<file path="config.mk">
export PLATFORM = sky130hd
export DESIGN_NAME = mem_arbiter
export DESIGN_NICKNAME = d
export VERILOG_FILES = /design/src/rtl/mem_arbiter.sv
export SDC_FILE = /design/constraint.sdc
export NUM_CORES = 1
export LEC_CHECK = 0
export CAP_MARGIN = 20
export CELL_PAD_IN_SITES_DETAIL_PLACEMENT = 0
export CELL_PAD_IN_SITES_GLOBAL_PLACEMENT = 1
export CORE_MARGIN = 2
export CORE_UTILIZATION = 27
export CTS_CLUSTER_SIZE = 28
export DETAILED_ROUTE_END_ITERATION = 8
export PLACE_DENSITY = 0.75
export SYNTH_ARGS = -nofsm -noshare
export SYNTH_HDL_FRONTEND = slang
export SYNTH_SLANG_ARGS = --single-unit
</file>
<file path="constraint.sdc">
create_clock -name clock -period 1.95 [get_ports clock]
set_input_delay 0.39 -clock clock [delete_from_list [all_inputs] [get_ports clock]]
set_output_delay 0.39 -clock clock [all_outputs]
set_load 0.01 [all_outputs]
</file>
<file path="src/rtl/mem_arbiter.sv">
`default_nettype none
// ============================================================================
// Module      : mem_arbiter
// Description : Round-robin arbiter/sequencer that shares one single-port
//               memory between NUM_REQ requesters. Each accepted command
//               becomes exactly one one-cycle read or write strobe, followed
//               by a one-cycle response pulse to the requester that issued it.
// Revision    : 1.0 - initial release
// ============================================================================
module mem_arbiter #(
    parameter int NUM_REQ = 2,
    parameter int ADDR_W  = 3,
    parameter int DATA_W  = 8
) (
    input  logic                       clock,
    input  logic                       reset,
    input  logic [NUM_REQ-1:0]         req_valid,
    input  logic [NUM_REQ-1:0]         req_write,
    input  logic [NUM_REQ*ADDR_W-1:0]  req_addr,
    input  logic [NUM_REQ*DATA_W-1:0]  req_wdata,
    output logic [NUM_REQ-1:0]         req_ready,
    output logic [NUM_REQ-1:0]         rsp_valid,
    output logic [DATA_W-1:0]          rsp_rdata,
    output logic                       busy,
    output logic [ADDR_W-1:0]          mem_address,
    output logic                       mem_write,
    output logic                       mem_read,
    output logic [DATA_W-1:0]          mem_data_in,
    input  logic [DATA_W-1:0]          mem_data_out
);

    localparam int c_GW = (NUM_REQ > 1) ? $clog2(NUM_REQ) : 1;

    localparam logic [1:0] c_IDLE  = 2'd0;
    localparam logic [1:0] c_ISSUE = 2'd1;
    localparam logic [1:0] c_WAIT  = 2'd2;
    localparam logic [1:0] c_RESP  = 2'd3;

    // Highest index so that requester 0 wins the first arbitration after reset.
    localparam logic [c_GW-1:0] c_LAST_INIT = c_GW'(NUM_REQ - 1);

    logic [1:0]         r_state;
    logic [c_GW-1:0]    r_last_grant;
    logic [c_GW-1:0]    r_grant_id;
    logic               r_op_write;
    logic [c_GW-1:0]    w_winner;
    logic               w_found;
    logic [NUM_REQ-1:0] w_ready;
    logic               w_accept;

    // Round-robin search starting just after the last granted requester.
    always_comb begin
        int idx;
        w_found  = 1'b0;
        w_winner = '0;
        idx      = 0;
        for (int k = 1; k <= NUM_REQ; k++) begin
            idx = int'(r_last_grant) + k;
            if (idx >= NUM_REQ) begin
                idx = idx - NUM_REQ;
            end
            if (!w_found && req_valid[idx[c_GW-1:0]]) begin
                w_found  = 1'b1;
                w_winner = idx[c_GW-1:0];
            end
        end
    end

    // One-hot grant, only offered while idle; held low during reset so all
    // outputs read zero as soon as reset rises.
    always_comb begin
        w_ready = '0;
        if ((r_state == c_IDLE) && w_found && !reset) begin
            w_ready[w_winner] = 1'b1;
        end
    end

    assign req_ready = w_ready;
    // The grant always targets a valid requester, so a grant is an acceptance.
    assign w_accept  = |w_ready;

    // Sequencer: accept, strobe memory for one cycle, capture read data, respond.
    always_ff @(posedge clock or posedge reset) begin
        if (reset) begin
            r_state      <= c_IDLE;
            r_last_grant <= c_LAST_INIT;
            r_grant_id   <= '0;
            r_op_write   <= 1'b0;
            rsp_valid    <= '0;
            rsp_rdata    <= '0;
            busy         <= 1'b0;
            mem_address  <= '0;
            mem_write    <= 1'b0;
            mem_read     <= 1'b0;
            mem_data_in  <= '0;
        end else begin
            // Strobes and response are single-cycle pulses by default.
            mem_write <= 1'b0;
            mem_read  <= 1'b0;
            rsp_valid <= '0;
            case (r_state)
                c_IDLE: begin
                    if (w_accept) begin
                        mem_address  <= req_addr[w_winner*ADDR_W +: ADDR_W];
                        mem_data_in  <= req_wdata[w_winner*DATA_W +: DATA_W];
                        r_op_write   <= req_write[w_winner];
                        mem_write    <= req_write[w_winner];
                        mem_read     <= !req_write[w_winner];
                        r_grant_id   <= w_winner;
                        r_last_grant <= w_winner;
                        busy         <= 1'b1;
                        r_state      <= c_ISSUE;
                    end
                end
                c_ISSUE: begin
                    if (r_op_write) begin
                        rsp_valid[r_grant_id] <= 1'b1;
                        r_state               <= c_RESP;
                    end else begin
                        r_state <= c_WAIT;
                    end
                end
                c_WAIT: begin
                    // Memory presents read data during this cycle.
                    rsp_rdata             <= mem_data_out;
                    rsp_valid[r_grant_id] <= 1'b1;
                    r_state               <= c_RESP;
                end
                c_RESP: begin
                    busy    <= 1'b0;
                    r_state <= c_IDLE;
                end
                default: begin
                    busy    <= 1'b0;
                    r_state <= c_IDLE;
                end
            endcase
        end
    end

endmodule
`default_nettype wire

</file>
## Word level (Yosys, flattened, before mapping)

Cells that the tools add are included.

- Word-level logic and storage cells: 71
- Output and inout port bits: 26
- Memory bits (read-only): 0
- Latch bits: 0
- Register bits after elaboration: 29
- Memory bits (writable): 0
- Memories: 0

- $lt $le $gt $ge: 8
- Div/mod/pow operators: 0
- $add $sub $neg: 4
- Shift-type cells: 2
- Equal/unequal tests: 4
- Multiplexer cells: 28
- Bitwise gates (word level): 0
- Reductions and logical operators: 13
- Multiply operators: 1

Operator list:

| cell | count |
|---|---|
| $mux W1 | 20 |
| $shiftx A16 B5 Y8 | 1 |
| $lt A1 B2 Y1 const B | 4 |
| $pmux W2 S4 | 1 |
| $mux W2 | 3 |
| $shiftx A6 B4 Y3 | 1 |
| $logic_and A1 B1 Y1 | 5 |
| $eq A2 B2 Y1 const B | 2 |
| $pmux W2 S2 | 1 |
| $reduce_and A2 Y1 | 2 |
| $add A1 B2 Y3 const B | 1 |
| $ge A3 B2 Y1 const B | 1 |
| $logic_not A1 Y1 | 3 |
| $mul A1 B2 Y3 const B | 1 |
| $add A1 B1 Y2 const B | 1 |
| $demux W1 S1 | 2 |
| $eq A2 B1 Y1 const B | 1 |
| $ge A1 B1 Y1 const B | 2 |
| $ge A2 B2 Y1 const B | 1 |
| $logic_not A2 Y1 | 1 |
| $ne A2 B2 Y1 const B | 1 |
| $pmux W1 S2 | 1 |
| $reduce_bool A2 Y1 | 1 |
| $reduce_or A2 Y1 | 1 |
| $sub A1 B1 Y1 const B | 2 |

## Logic depth before layout (Yosys ltp)

Gate-level depths: netlist of run 1.

- Depth in word-level cells: 17
- Mapped depth: 6
- Mapped depth without buffers: 5

## Worst setup path before layout of run 1

Ideal clock, no wire load.

- Path type: input port to output port
- From: input reset
- To: output req_ready[0]
- Data arrival time: 1.778 ns
- Stages: 4
- Path slack: -0.218 ns
- Data required time: 1.560 ns
- Buffers on the path: 1
- Cells stage by stage: inv_1 > o211ai_2 > buf_2 > a21oi_1

- Cells in the longest elaborated chain, start to end: 3

RTL lines:

| item | line | RTL |
|---|---|---|
| from (decl) | 16 | `input logic reset,` |
| $logic_not A1 Y1 (no source line) | -- |  |
| $logic_and A1 B1 Y1 | 73 | `if ((r_state == c_IDLE) && w_found && !reset) begin` |
| $mux W2 | 73 |  |
| to (decl) | 21 | `output logic [NUM_REQ-1:0] req_ready,` |

Every way passes these cells.

## Worst setup path after layout of run 1

- From: input reset
- To: output req_ready[1]

Same word-level chain as after synthesis.

==> summary.txt, run 1 <==
Hold path
  – HP Start: r_grant_id$_DFFE_PP0P_
  – Hold Crit Class: flip-flop to flip-flop

Critical path
  – Critical path class: primary input to primary output
  – CP Launch Type: primary input
  – Critical Path RT: 1.56 ns
  – Critical-path cell list: clkdlybuf4s50_1, clkinvlp_4, o211ai_2, nor2_2, clkbuf_2
  – WP data arrival: roughly 1.4 ns
  – Reg-to-Reg Start: r_state[0]$_DFFE_PP0P_
  – Slowest stage cell, crit path: clkdlybuf4s50_1
  – Crit path max fanout: 4
  – Crit path max-delay family: buffers and inverters
  – Worst setup EP type: primary output
  – Setup crit start: reset
  – Buf/Inv on CP: 3
  – Slowest stage delay, CP: 0.46 ns

Finish
  – Antenna diodes: 0
  – Net count, final: 227
  – Layout cells sized above 1: between 10% and 20%
  – Synth-to-Final Area Change: 64.6%
  – Filler cells: around 420

STA
  – Maximum clock frequency: ~570 MHz
  – Hold Vio Cnt, Final: 0
  – Worst-margin pin slew: 0.431 ns
  – Final min period: 1.76 ns
  – RSZ-0062 raised after global routing: no
  – Slew Viols, Final: 0
  – Rel. slew slack: between 70% and 80%
  – Count of final setup violators: 0
  – Fin crit share: 90.3%
  – Setup TNS: 0 ns
  – Fin Clk Skew: 0.00402 ns
  – Final worst slack: between 0.15 and 0.2 ns

Routing
  – Drt drc: 0
  – Vias per cell: about 4.4
  – Drt wl/cell: 13.3 um
  – Vias: 1062
  – DRT Pass-1 Iters: 2
  – Drt first-iter violations: 12
  – Drt total wl: ~3.2 mm
  – Post-route ant nets: 0

Synthesis
  – Register bit count reported by yosys: 29
  – Post-Syn Nets: 150
  – Cells after Synth: approximately 110
  – Sequential area share after synthesis: 56.7%
  – Distinct cells, synth: 19
  – Synthesized area: 1280 um2
  – Syn. warnings: 0
  – Syn Area/Cell: ~12 um2

GRT
  – Antenna violations before repair: 0
  – Largest net degree at the start of global routing: 30
  – First-pass GRT wire length: 5.08 mm
  – Vias in the first global route: 1100
  – GRT Residual Overflow: 0
  – All-Layer GR Usage: between 10% and 20%

CTS
  – Post-cts hold buffer count: 0
  – H-tree depth: 2
  – Cts bufs inserted: 5
  – # clock sinks: 29
  – Root buf cell: clkbuf_8
  – CTS clk-pin slew, worst paths: about 0.060 ns
  – CTS tree: yes
  – Clk Latency, worst-skew pair: 0.27 ns
  – CTS max path bufs: 2

Floorplanning
  – Total core area: 4660 um2
  – I/O pin total: 62
  – Initial Utilization: 27.5%
  – Rows: 25
  – Die Area: 5320 um2
  – Die Y: 72.9 um
  – Chip width: around 73 um

Power and ir drop
  – Comb power frac: 47.2%
  – Switching Share: between 30% and 40%
  – Tot Pwr: between 0.002 and 0.003 W
  – Net switching power: about 0.00091 W
  – Leakage: 0.978 nW
  – Max IR drop VDD: between 0.4 and 0.5 mV
  – Seq pwr share: a little over a third
  – Pwr Density: 1350 nW/um2
  – Cell-internal power: 0.00194 W
  – Clk pwr share: around 17%

Outcome
  – Status: completed

Placed design
  – Port Buffers: 61
  – DP Worst Slack: -0.255 ns
  – HPWL Detailed: ~2.4 mm
  – GP Congestion: 0.763

Job
  – Max-cap violations: 0
-- worst paths after layout --
path / cells after the start / endpoint / slack [ns]
hold / removal: 1 / rsp_valid[0]$_DFF_PP0_ / 0.45
setup reg to reg: 4 / rsp_rdata[7]$_DFFE_PP0N_ / 0.44
hold reg to reg: 1 / rsp_valid[0]$_DFF_PP0_ / 0.45
min in group asynchronous: 3 / r_grant_id$_DFFE_PP0P_ / 0.62
max in group asynchronous: 3 / r_last_grant$_DFFE_PP1P_ / 1.03
setup / recovery: 5 / req_ready[1] / 0.19
-- sequential cells by signal, summed over array words and instances, names as in the netlist --
| signal | count |
|---|---|
| busy | 1 |
| r_op_write | 1 |
| r_grant_id | 1 |
| r_last_grant | 1 |
| rsp_rdata | 8 |
| r_state | 2 |
| mem_data_in | 8 |
| mem_address | 3 |
| mem_write | 1 |
| mem_read | 1 |
| rsp_valid | 2 |
-- metrics by stage --
| step | cells | area [um2] | hold slack [ns] | util [%] |
|---|---|---|---|---|
| floorplan | 109 | 1290 | 0.307 | - |
| global placement | 233 | 2030 | 0.440 | 43.6 |
| detailed placement | 233 | 2030 | 0.449 | 43.6 |
| CTS | 240 | 2120 | 0.456 | 45.4 |
| global route | 240 | 2110 | 0.485 | 45.3 |
| finish | 240 | 2110 | 0.455 | 45.3 |
-- power by group through the flow --
stage                     logic, W  clock network, W  registers [W]
after floorplan           0.000530                 0        0.00112
after global placement     0.00132                 0        0.00101
after detailed placement   0.00137                 0        0.00102
after CTS                  0.00137          0.000517        0.00102
after global routing       0.00150          0.000537        0.00104
final                      0.00135          0.000496        0.00101
-- placed cells by master (no fill, tap or decap), types with 2 or more instances in the layout --
cell type and instances:
mux2_2 8, inv_1 2, clkbuf_8 6, and3_1 2
buf_4 13, clkbuf_2 2, o21ai_0 13, nor2_1 5
dfrtp_1 28, nand2_1 14, ha_1 5, a21oi_1 5
a21o_1 3, clkdlybuf4s50_1 59, mux2i_1 12
-- layer usage --
metal | global-route usage (%) | vias to the layer above | wire [um]
met4 | 4.94 | 0 | 53
met5 | 0 | - | 0
met1 | 14.0 | 492 | 1310
li1 | - | 521 | -
met3 | 4.70 | 5 | 262
met2 | 22.3 | 44 | 1560
-- cells in the mapped netlist --
cell	number	area [um2]
dfrtp_1	28	701
nand2_1	14	52.6
o21ai_0	13	65.1
mux2i_1	12	120
mux2_2	8	90.1
nor2_1	6	22.5
a21oi_1	5	25.0
ha_1	5	62.6
a21o_1	3	22.5
buf_2	3	15.0
inv_1	3	11.3
and3_1	2	12.5
and2_1	1	6.26
buf_8	1	15.0
dfstp_2	1	26.3
nand2_2	1	6.26
nor3b_1	1	7.51
o211ai_2	1	12.5
o21ai_2	1	8.76
-- logic make-up (layout without fill, tap and decap cells) --
group	count (synthesis)	after routing	synth area share [%]
simple gates	25	25	8.39
fa+ha+maj	5	5	4.88
compound gates	23	23	10.4
flops	29	29	56.7
buf+inv	7	84	3.22
mux	20	20	16.4
-- layout make-up --
cell class	count	area, um2	area share, %
well taps	54	67.6	3.20
clock buffers	7	86.3	4.09
repair buffers	74	698	33.1
flip-flops and latches	29	727	34.4
inverters	3	15.0	0.711
multi-input cells	73	517	24.5
-- repair_timing --
action                     CTS  global route
resized for setup            2             5
setup endpoints to repair    2             2
buffers inserted             0             0
No activity file was read; power rests on OpenSTA's default activity.
==> run 2: changes to the inputs <==
--- a/config.mk
+++ b/config.mk
@@ -13,6 +13,8 @@
 export CTS_CLUSTER_SIZE = 28
 export DETAILED_ROUTE_END_ITERATION = 8
 export PLACE_DENSITY = 0.75
+export SETUP_SLACK_MARGIN = 0.5
+export SKIP_LAST_GASP = 1
 export SYNTH_ARGS = -nofsm -noshare
 export SYNTH_HDL_FRONTEND = slang
 export SYNTH_SLANG_ARGS = --single-unit
==> run 2 against run 1 <==
Against the previous run: via count rose by 0.19%; highest routed layer unchanged; setup slack improved by 0.094 ns; power rose by 0.51%; die area did not move.
==> summary.txt, run 2 (synthesis results as in run 1) <==
STA
  – RSZ-0062 raised after global routing: yes
  – Count of final setup violators: 0 (unchanged)
  – Worst-margin pin slew: 0.409 ns (-0.0212 ns)
  – Worst hold margin: 0.402 ns (-0.0524 ns)
  – Fin Clk Skew: 0.00530 ns (+0.00128 ns)
  – Final min period: 1.67 ns (-0.0940 ns)
  – Fin crit share: 85.5% (-4.8 points)
  – Rel. slew slack: 72.6% (+1.4 points)
  – Hold Vio Cnt, Final: 0 (unchanged)
  – Maximum clock frequency: 600 MHz (+5.6%)
  – Slew Viols, Final: 0 (unchanged)

Critical path
  – Buf/Inv on CP: 2 (-1)
  – Slowest stage cell, crit path: dfrtp_1
  – CP Launch Type: flip-flop
  – Crit path max-delay family: flip-flops
  – Crit path max fanout: 3 (-1)
  – Slowest stage delay, CP: 0.39 ns (-0.07 ns)
  – Critical Path RT: 1.56 ns (about the same)
  – Worst setup EP type: primary output
  – Critical path class: flip-flop to primary output
  – Reg-to-Reg Start: r_last_grant$_DFFE_PP1P_
  – Critical-path cell list: inv_2, ha_4, o211ai_4, nor2_2, buf_2
  – Setup crit start: r_state[1]$_DFFE_PP0P_
  – WP data arrival: 1.28 ns (-0.09 ns)

CTS
  – Root buf cell: clkbuf_8
  – Cts bufs inserted: 5 (unchanged)
  – Clk Latency, worst-skew pair: 0.28 ns (about the same)
  – # clock sinks: 29 (unchanged)
  – H-tree depth: 2 (unchanged)
  – CTS clk-pin slew, worst paths: 0.06 ns (about the same)
  – CTS tree: yes
  – CTS max path bufs: 2 (unchanged)

Routing
  – Drt total wl: 2.96 mm (-7.1%)
  – Vias per cell: 4.41 (-0.23%)
  – Post-route ant nets: 0 (unchanged)
  – Drt first-iter violations: 45 (+33)
  – Drt drc: 0 (unchanged)
  – Drt wl/cell: 12.3 um (-7.5%)
  – Vias: 1064 (+0.19%)
  – DRT Pass-1 Iters: 4 (+2)

Finish
  – Final design utilization: 46.6% (+1.3 points)
  – Commonest non-fill, non-tap cell in the layout: clkdlybuf4s50_1
  – Layout cells sized above 1: 23.5% (+4.7 points)
  – Filler cells: 432 (+1.9%)
  – Synth-to-Final Area Change: 69.3%
  – Top flop regs: mem_data_in: 8 flops, rsp_rdata: 8 flops, mem_address: 3 flops
  – Antenna diodes: 0 (unchanged)
  – Net count, final: 227 (unchanged)
  – Most frequent cells in the layout: clkdlybuf4s50_1 (32), dfrtp_1 (28), dlygate4sd2_1 (27), o21ai_0 (13), nand2_1 (13)
  – Cell area after layout: 2170 um2 (+2.8%)

Floorplanning
  – Die Area: 5320 um2 (unchanged)
  – Total core area: 4660 um2 (unchanged)
  – Die Y: 72.9 um (unchanged)
  – I/O pin total: 62 (unchanged)
  – Chip width: 72.9 um (unchanged)
  – Initial Utilization: 27.5% (unchanged)
  – Rows: 25 (unchanged)

Placed design
  – DP Area: 2030 um2 (-0.12%)
  – HPWL Detailed: 2.23 mm (-7.6%)
  – Port Buffers: 61 (unchanged)
  – GP Congestion: 0.776 (+1.7%)

GRT
  – All-Layer GR Usage: 12.1% (-0.67 points)
  – Antenna violations before repair: 0 (unchanged)
  – Vias in the first global route: 1057 (-3.9%)
  – First-pass GRT wire length: 4.82 mm (-5.2%)
  – GRT Residual Overflow: 0 (unchanged)
  – Largest net degree at the start of global routing: 30 (unchanged)

Power and ir drop
  – Max IR drop VDD: 0.452 mV (+5.7%)
  – Tot Pwr: 0.00287 W (+0.51%)
  – Pwr Density: 1320 nW/um2 (-2.3%)
  – Leakage: 1.06 nW (+8.4%)

Hold path
  – Hold Crit Class: primary input to async pin

Job
  – Max-cap violations: 0 (unchanged)

Outcome
  – Status: completed
run 2: routing by layer:
layer | part of all wire (%) | global-route usage [%] | wire length [um] | vias up
li1 | - | - | - | 530
met1 | 39 | 13.8 | 1150 | 474
met2 | 48 | 18.7 | 1420 | 53
met3 | 11 | 5.66 | 327 | 7
met4 | 2.4 | 6.58 | 71 | 0
met5 | 0 | 0 | 0 | -
run 2: tightest hold or removal path, delay by kind of cell:
family	cells	cell delay, ns
buffers and inverters	3	0.70
run 2: timing repair:
item | CTS | global route
hold buffers | 0 | 0
endpoints found under the setup margin | 48 | 6
buffers inserted | 1 | 2
gates resized for setup | 45 | 4
pin swaps | 3 | 0
run 2: worst paths after layout:
| check | to | slack, ns | depth (start not counted) |
|---|---|---|---|
| max reg2reg | r_op_write$_DFFE_PP0P_ | 0.57 | 5 |
| min in group clock | mem_data_in[4]$_DFFE_PP0P_ | 0.47 | 2 |
| max in group asynchronous | r_last_grant$_DFFE_PP1P_ | 1.24 | 3 |
| max | req_ready[1] | 0.28 | 5 |
| min reg2reg | mem_data_in[4]$_DFFE_PP0P_ | 0.47 | 2 |
| min | mem_write$_DFF_PP0_ | 0.40 | 3 |
run 2: where the power goes:
group / switching [W] / internal, W
clock: 0.000222 / 0.000318
combinational: 0.000604 / 0.000717
sequential: 0.000134 / 0.000875
run 2: through the flow:
stage / TNS (ns) / setup slack [ns] / instances
floorplan: 0 / 0.254 / 109
global placement: -0.502 / -0.291 / 230
detailed placement: -0.597 / -0.286 / 230
CTS: 0 / 0.262 / 239
global route: 0 / 0.203 / 241
finish: 0 / 0.283 / 241
run 2: layout make-up:
type	instances	area [um2]	area share, %
clock buffer	7	96.3	4.44
inverter	3	15.0	0.692
multi-input combinational	73	577	26.6
clock inverter	1	5.00	0.231
timing repair buffer	74	683	31.5
sequential	29	727	33.5
tap	54	67.6	3.11
